--- config.mk ---
export PLATFORM = sky130hd
export DESIGN_NAME = div
export DESIGN_NICKNAME = d
export VERILOG_FILES = /design/src/rtl/div.sv
export SDC_FILE = /design/constraint.sdc
export NUM_CORES = 1
export LEC_CHECK = 0
export CORE_UTILIZATION = 50
export DETAILED_ROUTE_END_ITERATION = 10
export DONT_BUFFER_PORTS = 1
export GPL_TIMING_DRIVEN = 0
export MAX_ROUTING_LAYER = met4
export PLACE_DENSITY_LB_ADDON = 0.12
export SLEW_MARGIN = 5
export SYNTH_ARGS = -nofsm -noshare
export SYNTH_HDL_FRONTEND = slang
export SYNTH_SLANG_ARGS = --single-unit
--- constraint.sdc ---
create_clock -name clk_i -period 3.3 [get_ports clk_i]
set_input_delay 0.33 -clock clk_i [delete_from_list [all_inputs] [get_ports clk_i]]
set_output_delay 0.33 -clock clk_i [all_outputs]
set_load 0.1 [all_outputs]
--- src/rtl/div.sv ---
// -----------------------------------------------------------------------------
// div -- unsigned repeated-subtraction divider
//
// Purpose:
//   Divides an XLEN-bit unsigned dividend by an XLEN-bit unsigned divisor by
//   repeatedly subtracting the divisor from a running remainder. Each
//   subtraction increments the quotient. A small three-state controller
//   sequences a separate datapath that holds the registers, comparator,
//   subtractor and incrementer.
//
// Parameters:
//   XLEN         operand, quotient and remainder width in bits (default 16)
//
// Ports:
//   clk_i        single clock, rising-edge active
//   reset_i      asynchronous active-high reset
//   ld_input_i   load request, accepted only on an edge where ready_o = 1
//   a_i          unsigned dividend, sampled on the accepting edge
//   b_i          unsigned divisor, sampled on the accepting edge
//   ready_o      high in IDLE: a new operation can be accepted
//   valid_o      one-cycle pulse in DONE: the result is complete
//   quotient_o   unsigned quotient (all ones on divide-by-zero)
//   remainder_o  unsigned remainder (the dividend on divide-by-zero)
//   dbz_o        divide-by-zero flag for the current result
//
// Latency from the accepting edge E0:
//   b != 0 : valid_o is high between E(q+1) and E(q+2)
//   b == 0 : valid_o is high between E0 and E1
// -----------------------------------------------------------------------------

// -----------------------------------------------------------------------------
// div_ctrl -- controller
//
// Ports:
//   clk_i, reset_i  clock and asynchronous active-high reset
//   ld_input_i      load request from the user
//   b_zero          datapath flag: the presented divisor is zero
//   rem_ge          datapath flag: remainder >= divisor
//   load_op         load operands and start a normal division
//   load_zero       load the divide-by-zero result
//   step            perform one subtract / increment step
//   ready           controller is in IDLE
//   valid           controller is in DONE
// -----------------------------------------------------------------------------
module div_ctrl (
    input  logic clk_i,
    input  logic reset_i,
    input  logic ld_input_i,
    input  logic b_zero,
    input  logic rem_ge,
    output logic load_op,
    output logic load_zero,
    output logic step,
    output logic ready,
    output logic valid
);

    typedef enum logic [1:0] {
        IDLE = 2'd0,
        CALC = 2'd1,
        DONE = 2'd2
    } state_t;

    state_t state_reg;
    state_t state_next;

    always_ff @(posedge clk_i or posedge reset_i) begin
        if (reset_i) begin
            state_reg <= IDLE;
        end else begin
            state_reg <= state_next;
        end
    end

    always_comb begin
        state_next = state_reg;
        load_op    = 1'b0;
        load_zero  = 1'b0;
        step       = 1'b0;
        ready      = 1'b0;
        valid      = 1'b0;

        case (state_reg)
            IDLE: begin
                ready = 1'b1;
                if (ld_input_i) begin
                    if (b_zero) begin
                        // Result is known immediately, so CALC is skipped.
                        load_zero  = 1'b1;
                        state_next = DONE;
                    end else begin
                        load_op    = 1'b1;
                        state_next = CALC;
                    end
                end
            end

            CALC: begin
                if (rem_ge) begin
                    step = 1'b1;
                end else begin
                    state_next = DONE;
                end
            end

            DONE: begin
                valid      = 1'b1;
                state_next = IDLE;
            end

            default: begin
                state_next = IDLE;
            end
        endcase
    end

endmodule

// -----------------------------------------------------------------------------
// div_datapath -- registers, comparator, subtractor and incrementer
//
// Ports:
//   clk_i, reset_i  clock and asynchronous active-high reset
//   a_i, b_i        operands presented by the user
//   load_op         load rem := a, divisor := b, quot := 0, dbz := 0
//   load_zero       load quot := all ones, rem := a, dbz := 1
//   step            rem := rem - divisor, quot := quot + 1
//   b_zero          presented divisor is zero
//   rem_ge          remainder >= divisor
//   quot, rem, dbz  register contents, driven straight to the outputs
// -----------------------------------------------------------------------------
module div_datapath #(
    parameter int XLEN = 16
) (
    input  logic            clk_i,
    input  logic            reset_i,
    input  logic [XLEN-1:0] a_i,
    input  logic [XLEN-1:0] b_i,
    input  logic            load_op,
    input  logic            load_zero,
    input  logic            step,
    output logic            b_zero,
    output logic            rem_ge,
    output logic [XLEN-1:0] quot,
    output logic [XLEN-1:0] rem,
    output logic            dbz
);

    logic [XLEN-1:0] quot_reg;
    logic [XLEN-1:0] quot_next;
    logic [XLEN-1:0] rem_reg;
    logic [XLEN-1:0] rem_next;
    logic [XLEN-1:0] divisor_reg;
    logic [XLEN-1:0] divisor_next;
    logic            dbz_reg;
    logic            dbz_next;

    logic [XLEN-1:0] rem_diff;
    logic [XLEN-1:0] quot_inc;

    // Functional units.
    assign b_zero   = (b_i == '0);
    assign rem_ge   = (rem_reg >= divisor_reg);
    assign rem_diff = rem_reg - divisor_reg;
    assign quot_inc = quot_reg + XLEN'(1);

    always_comb begin
        quot_next    = quot_reg;
        rem_next     = rem_reg;
        divisor_next = divisor_reg;
        dbz_next     = dbz_reg;

        if (load_op) begin
            quot_next    = '0;
            rem_next     = a_i;
            divisor_next = b_i;
            dbz_next     = 1'b0;
        end else if (load_zero) begin
            // The divisor register is left alone; it is not consulted
            // again until the next normal load overwrites it.
            quot_next = '1;
            rem_next  = a_i;
            dbz_next  = 1'b1;
        end else if (step) begin
            // rem >= divisor here, so the quotient is bounded by the
            // dividend and the incrementer cannot wrap.
            quot_next = quot_inc;
            rem_next  = rem_diff;
        end
    end

    always_ff @(posedge clk_i or posedge reset_i) begin
        if (reset_i) begin
            quot_reg    <= '0;
            rem_reg     <= '0;
            divisor_reg <= '0;
            dbz_reg     <= 1'b0;
        end else begin
            quot_reg    <= quot_next;
            rem_reg     <= rem_next;
            divisor_reg <= divisor_next;
            dbz_reg     <= dbz_next;
        end
    end

    assign quot = quot_reg;
    assign rem  = rem_reg;
    assign dbz  = dbz_reg;

endmodule

// -----------------------------------------------------------------------------
// div -- top level: controller plus datapath
// -----------------------------------------------------------------------------
module div #(
    parameter int XLEN = 16
) (
    input  logic            clk_i,
    input  logic            reset_i,
    input  logic            ld_input_i,
    input  logic [XLEN-1:0] a_i,
    input  logic [XLEN-1:0] b_i,
    output logic            ready_o,
    output logic            valid_o,
    output logic [XLEN-1:0] quotient_o,
    output logic [XLEN-1:0] remainder_o,
    output logic            dbz_o
);

    logic load_op;
    logic load_zero;
    logic step;
    logic b_zero;
    logic rem_ge;

    div_ctrl u_ctrl (
        .clk_i      (clk_i),
        .reset_i    (reset_i),
        .ld_input_i (ld_input_i),
        .b_zero     (b_zero),
        .rem_ge     (rem_ge),
        .load_op    (load_op),
        .load_zero  (load_zero),
        .step       (step),
        .ready      (ready_o),
        .valid      (valid_o)
    );

    div_datapath #(
        .XLEN (XLEN)
    ) u_datapath (
        .clk_i     (clk_i),
        .reset_i   (reset_i),
        .a_i       (a_i),
        .b_i       (b_i),
        .load_op   (load_op),
        .load_zero (load_zero),
        .step      (step),
        .b_zero    (b_zero),
        .rem_ge    (rem_ge),
        .quot      (quotient_o),
        .rem       (remainder_o),
        .dbz       (dbz_o)
    );

endmodule

* Word level (Yosys, flattened, before mapping)
Index checks and enable logic that the tools add are counted.
** Word-level totals
- Bits in registers :: 51
- Logic and storage cells :: 39
** Operators by class
- Add/subtract/negate cells :: 2
- Magnitude comparators :: 1
- Eq/ne operators :: 4
- Mux-type cells :: 22
- Reduce and logical (&&, ||, !) cells :: 5
** Operator list (count)
- $mux 16 :: 6
- $add 16x1->16 const B :: 1
- $ge 16x16->1 :: 1
- $logic_not 16->1 :: 1
- $sub 16x16->16 :: 1
- $mux 1 :: 12
- $mux 2 :: 3
- $ne 2x2->1 const B :: 2
- $pmux 2 s2 :: 1
- $reduce_bool 3->1 :: 1
- $eq 2x1->1 const B :: 1
- $eq 2x2->1 const B :: 1
- $logic_not 2->1 :: 1
- $reduce_and 2->1 :: 1
- $reduce_bool 2->1 :: 1

* Logic depth before layout (Yosys ltp)
Gate-level depths: netlist of run 1.
- Word-level depth :: 6
- Mapped depth :: 11
- Gate-level depth less buffers :: 10

* Hierarchy
A second synthesis of run 1 with hierarchy kept.
** Unflattened totals
- Cell total of the unflattened synthesis :: 360
- Area, all modules :: 3239.4 um^2
** By module, submodules not included
- div_datapath :: instances 1, cells an instance 349, area an instance 3120.5 um^2
- div_ctrl :: instances 1, cells an instance 11, area an instance 118.9 um^2

* Worst setup path after synthesis of run 1
No wires, ideal clock.
- Path kind :: register -> register
- Start :: register u_datapath.rem_reg[0], in the netlist u_datapath.rem[0]
- End :: register u_datapath.quot_reg[2], in the netlist u_datapath.quot[2]
- Library setup time :: 126 ps
- Data arrival time :: 3072 ps
- Slack :: 103 ps
- Stages on the path, launching flop included :: 12
- Period minus slack after synthesis :: 3197 ps
- Cells stage by stage :: dfrtp_1 > inv_1 > ha_1 > inv_1 > fa_1 > a21o_1 > a211o_1 > a221oi_2 > a311o_1 > buf_2 > nor2_1 > o22a_1
** Between the ends
- Cells in the longest elaborated chain, start to end :: 4
** RTL lines
- start, declared :: line 151 : logic [XLEN-1:0] rem_reg;
- start signal, assigned :: line 200 : rem_reg <= rem_next;
- $ge 16x16->1 :: line 163 : assign rem_ge = (rem_reg >= divisor_reg);
- $mux 1 :: line 99 : if (rem_ge) begin
- $mux 1 :: line 83 : case (state_reg)
- $reduce_bool 3->1 (no line)
- end signal, assigned :: line 199 : quot_reg <= quot_next;
- end, declared :: line 149 : logic [XLEN-1:0] quot_reg;
Every way passes these cells.
A chain may end at the register's enable or synchronous reset.

* Final worst setup path of run 1
- Start :: register u_datapath.rem_reg[3], in the netlist u_datapath.rem[3]
- End :: register u_datapath.quot_reg[2], in the netlist u_datapath.quot[2]
Same word-level chain as after synthesis.

==> results of run 1 <==
cells in the final DEF, fill, tap and decap left out, drive strengths merged, types with 3 or more instances in the layout:
cell type and count:
a22oi 4, or2 3, clkbuf 19, inv 24, dfrtp 51, nand4 8, mux2i 3, nand2 63
nand2b 3, o31ai 3, ha 17, buf 11, nor2 30, o211ai 7, or4 5, nand3 7
o21ai 43, a21o 3, o21a 4, a21oi 35, xnor2 8, a31oi 8, o311ai 5
per-stage QoR:
stage	std cells	utilization	setup slack (ns)
after floorplan	385	-	0.103
after global placement	460	0.546	-0.366
after detailed placement	463	0.556	-0.350
after CTS	472	0.578	0.00931
after global routing	475	0.584	-0.00254
final	475	0.584	0.110
worst max-delay path, delay by kind of cell (launching register included):
kind | cells | cell delay (ns)
and+or+nand+nor | 2 | 0.25
DFF | 1 | 0.97
AOI/OAI and AO/OA | 4 | 1.23
buffers and inverters | 1 | 0.20
adders and majority gates | 1 | 0.44
what timing repair did:
item / in CTS / in global routing
endpoints found under the setup margin: 31 / 30
resized for setup: 15 / 7
hold buffers: 1 / 0
pin swaps: 0 / 3
endpoints found under the hold margin: 26 / 0
setup buffers: 0 / 3
cells by family after synthesis:
| kind of cell | Yosys count | share of synthesized area |
|---|---|---|
| compound gates | 130 | 0.258 |
| buf+inv | 40 | 0.0483 |
| simple gates | 133 | 0.191 |
| fa+ha+maj | 18 | 0.0719 |
| mux | 4 | 0.0128 |
| flops | 51 | 0.394 |
| xor+xnor | 9 | 0.0244 |
area by class of cell:
type                    count  share of cell area
inverters                  24              0.0253
well taps                  75              0.0264
multi-input cells         294               0.512
clock buffers               8              0.0281
plain buffers              16              0.0200
flip-flops and latches     51               0.364
repair buffers              7              0.0236
path summary, 6_finish.rpt:
path	cells after the start	to	slack, ns	from
min	2	u_datapath.divisor_reg[0]	0.14	b_i[0]
max in group asynchronous	3	u_datapath.rem[14]	2.21	reset_i
max	8	u_datapath.quot[2]	0.11	u_datapath.rem[3]
max reg2reg	8	u_datapath.quot[2]	0.11	u_datapath.rem[3]
min reg2reg	2	u_datapath.divisor_reg[14]	0.56	u_datapath.divisor_reg[14]
min in group asynchronous	2	u_datapath.rem[0]	0.53	reset_i
layer usage:
| layer | vias to the layer above | routed length (µm) |
|---|---|---|
| met3 | 17 | 751 |
| met2 | 108 | 3980 |
| met1 | 1389 | 3970 |
| met5 | - | 0 |
| met4 | 0 | 150 |
| li1 | 1412 | - |
==> flow_summary.json, run 1 <==
{
  "outcome": "finished clean",
  "worst-path-max-fanout": 10,
  "path_cells": "ha_1 > and4_1 > a211o_1 > a221oi_4 > a311o_2 > buf_4 > nor2_1 > o22a_1",
  "rows": 28,
  "multiInputGateArea_um2": 1820,
  "drive_above_1_share": 0.125,
  "hold_class": "in -> reg",
  "die_h_um": 82.5,
  "holdWs_ns": 0.139,
  "worst_slew_pin_slew_ns": 1.22,
  "h-tree-depth": 2,
  "grt_use_total": 0.289,
  "max-slew-margin-rel": 0.174,
  "synth_top_cell_by_area": "dfrtp_1",
  "fill_cells": 582,
  "portBuffers": 0,
  "hold_viol": 0,
  "grt_overflow": 0,
  "vias_per_cell": 6.16,
  "yosys.area.top_type_share": 0.394,
  "gp_congestion": 0.881,
  "ios": 70,
  "diodes": 0,
  "antenna_found_initial": 0,
  "layout_min_cycle_time_ns": 3.19,
  "netlist_top_cells_area": "dfrtp_1 39%, nand2_1 7.2%, o21ai_0 6.6%",
  "critPathMaxStageDelay_ns": 0.97,
  "drc": 0,
  "dieArea_um2": 6800,
  "drv_slew": 0,
  "synth_area_per_cell_um2": 8.41,
  "fp.dieW_um": 82.5,
  "dp_hpwl_mm": 6.65,
  "max_cap_viol_count": 0,
  "drt_wl_total_mm": 8.85,
  "yosysWarnings": 0,
  "cts_tree": "yes",
  "grt_use_met1": 0.388,
  "synth.most_common_cell": "nand2_1",
  "ys_seq_area_frac": 0.394,
  "grt_pass1_wl_mm": 14.0,
  "arrival_ns": 3.39,
  "nets": 452,
  "synth_top_flop_cell": "dfrtp_1",
  "synth.distinct_cells": 55,
  "yosys_register_bits": 51,
  "drtIter0Drc": 292,
  "setup.worst_path.end_class": "register",
  "grt_start_max_net_pins": 28,
  "synthesis.nets": 438,
  "coreArea_um2": 6100,
  "clk_pin_slew_worst_paths_ns": 0.09,
  "cts_root_buf": "clkbuf_8",
  "area_growth_pct": 9.90,
  "met2_usage": 0.434,
  "ant_nets": 0,
  "dpl-instance-area_um2": 3390,
  "grt.busiest_layer": "met2",
  "grt_pass1_vias": 2781,
  "wl_per_cell_um": 18.6,
  "cts_max_path_buffers": 2,
  "async_reset_ff_frac": 1.00,
  "synth_edf_count": 0,
  "start_kind": "register",
  "cts_made_buffers": 5,
  "fmax_mhz": 313,
  "setup_viol": 0,
  "syn_area_um2": 3240,
  "vias": 2926,
  "required_ns": 3.50,
  "syn_inst": 385,
  "tns_ns": 0,
  "firstDrtPassIters": 5,
  "cts.sinks": 51,
  "start_util": 0.531,
  "finalClockSkew_ns": 0.0119,
  "min_period_over_period": 0.967,
  "register_area_um2": 1300,
  "path_class": "reg -> reg",
  "synth_commonest_cells": "62 x nand2_1, 51 x dfrtp_1, 43 x o21ai_0",
  "use_met3": 0.0714,
  "clkLatencyLatePin_ns": 0.31,
  "crit_slowest_cell": "dfrtp_1",
  "postLayoutCellArea_um2": 3560
}
Power of run 1 is not shown: default switching activity piles up to over one toggle a cycle in this logic, so the estimate is an artifact.
==> run 2, diff against run 1 <==
--- a/config.mk
+++ b/config.mk
@@ -11,7 +11,6 @@
 export GPL_TIMING_DRIVEN = 0
 export MAX_ROUTING_LAYER = met4
 export PLACE_DENSITY_LB_ADDON = 0.12
-export SLEW_MARGIN = 5
 export SYNTH_ARGS = -nofsm -noshare
 export SYNTH_HDL_FRONTEND = slang
 export SYNTH_SLANG_ARGS = --single-unit
==> results of run 2 <==
Final layout, timing and power as in run 1 (identical DEF).
Power of run 2 is left out for the same reason.
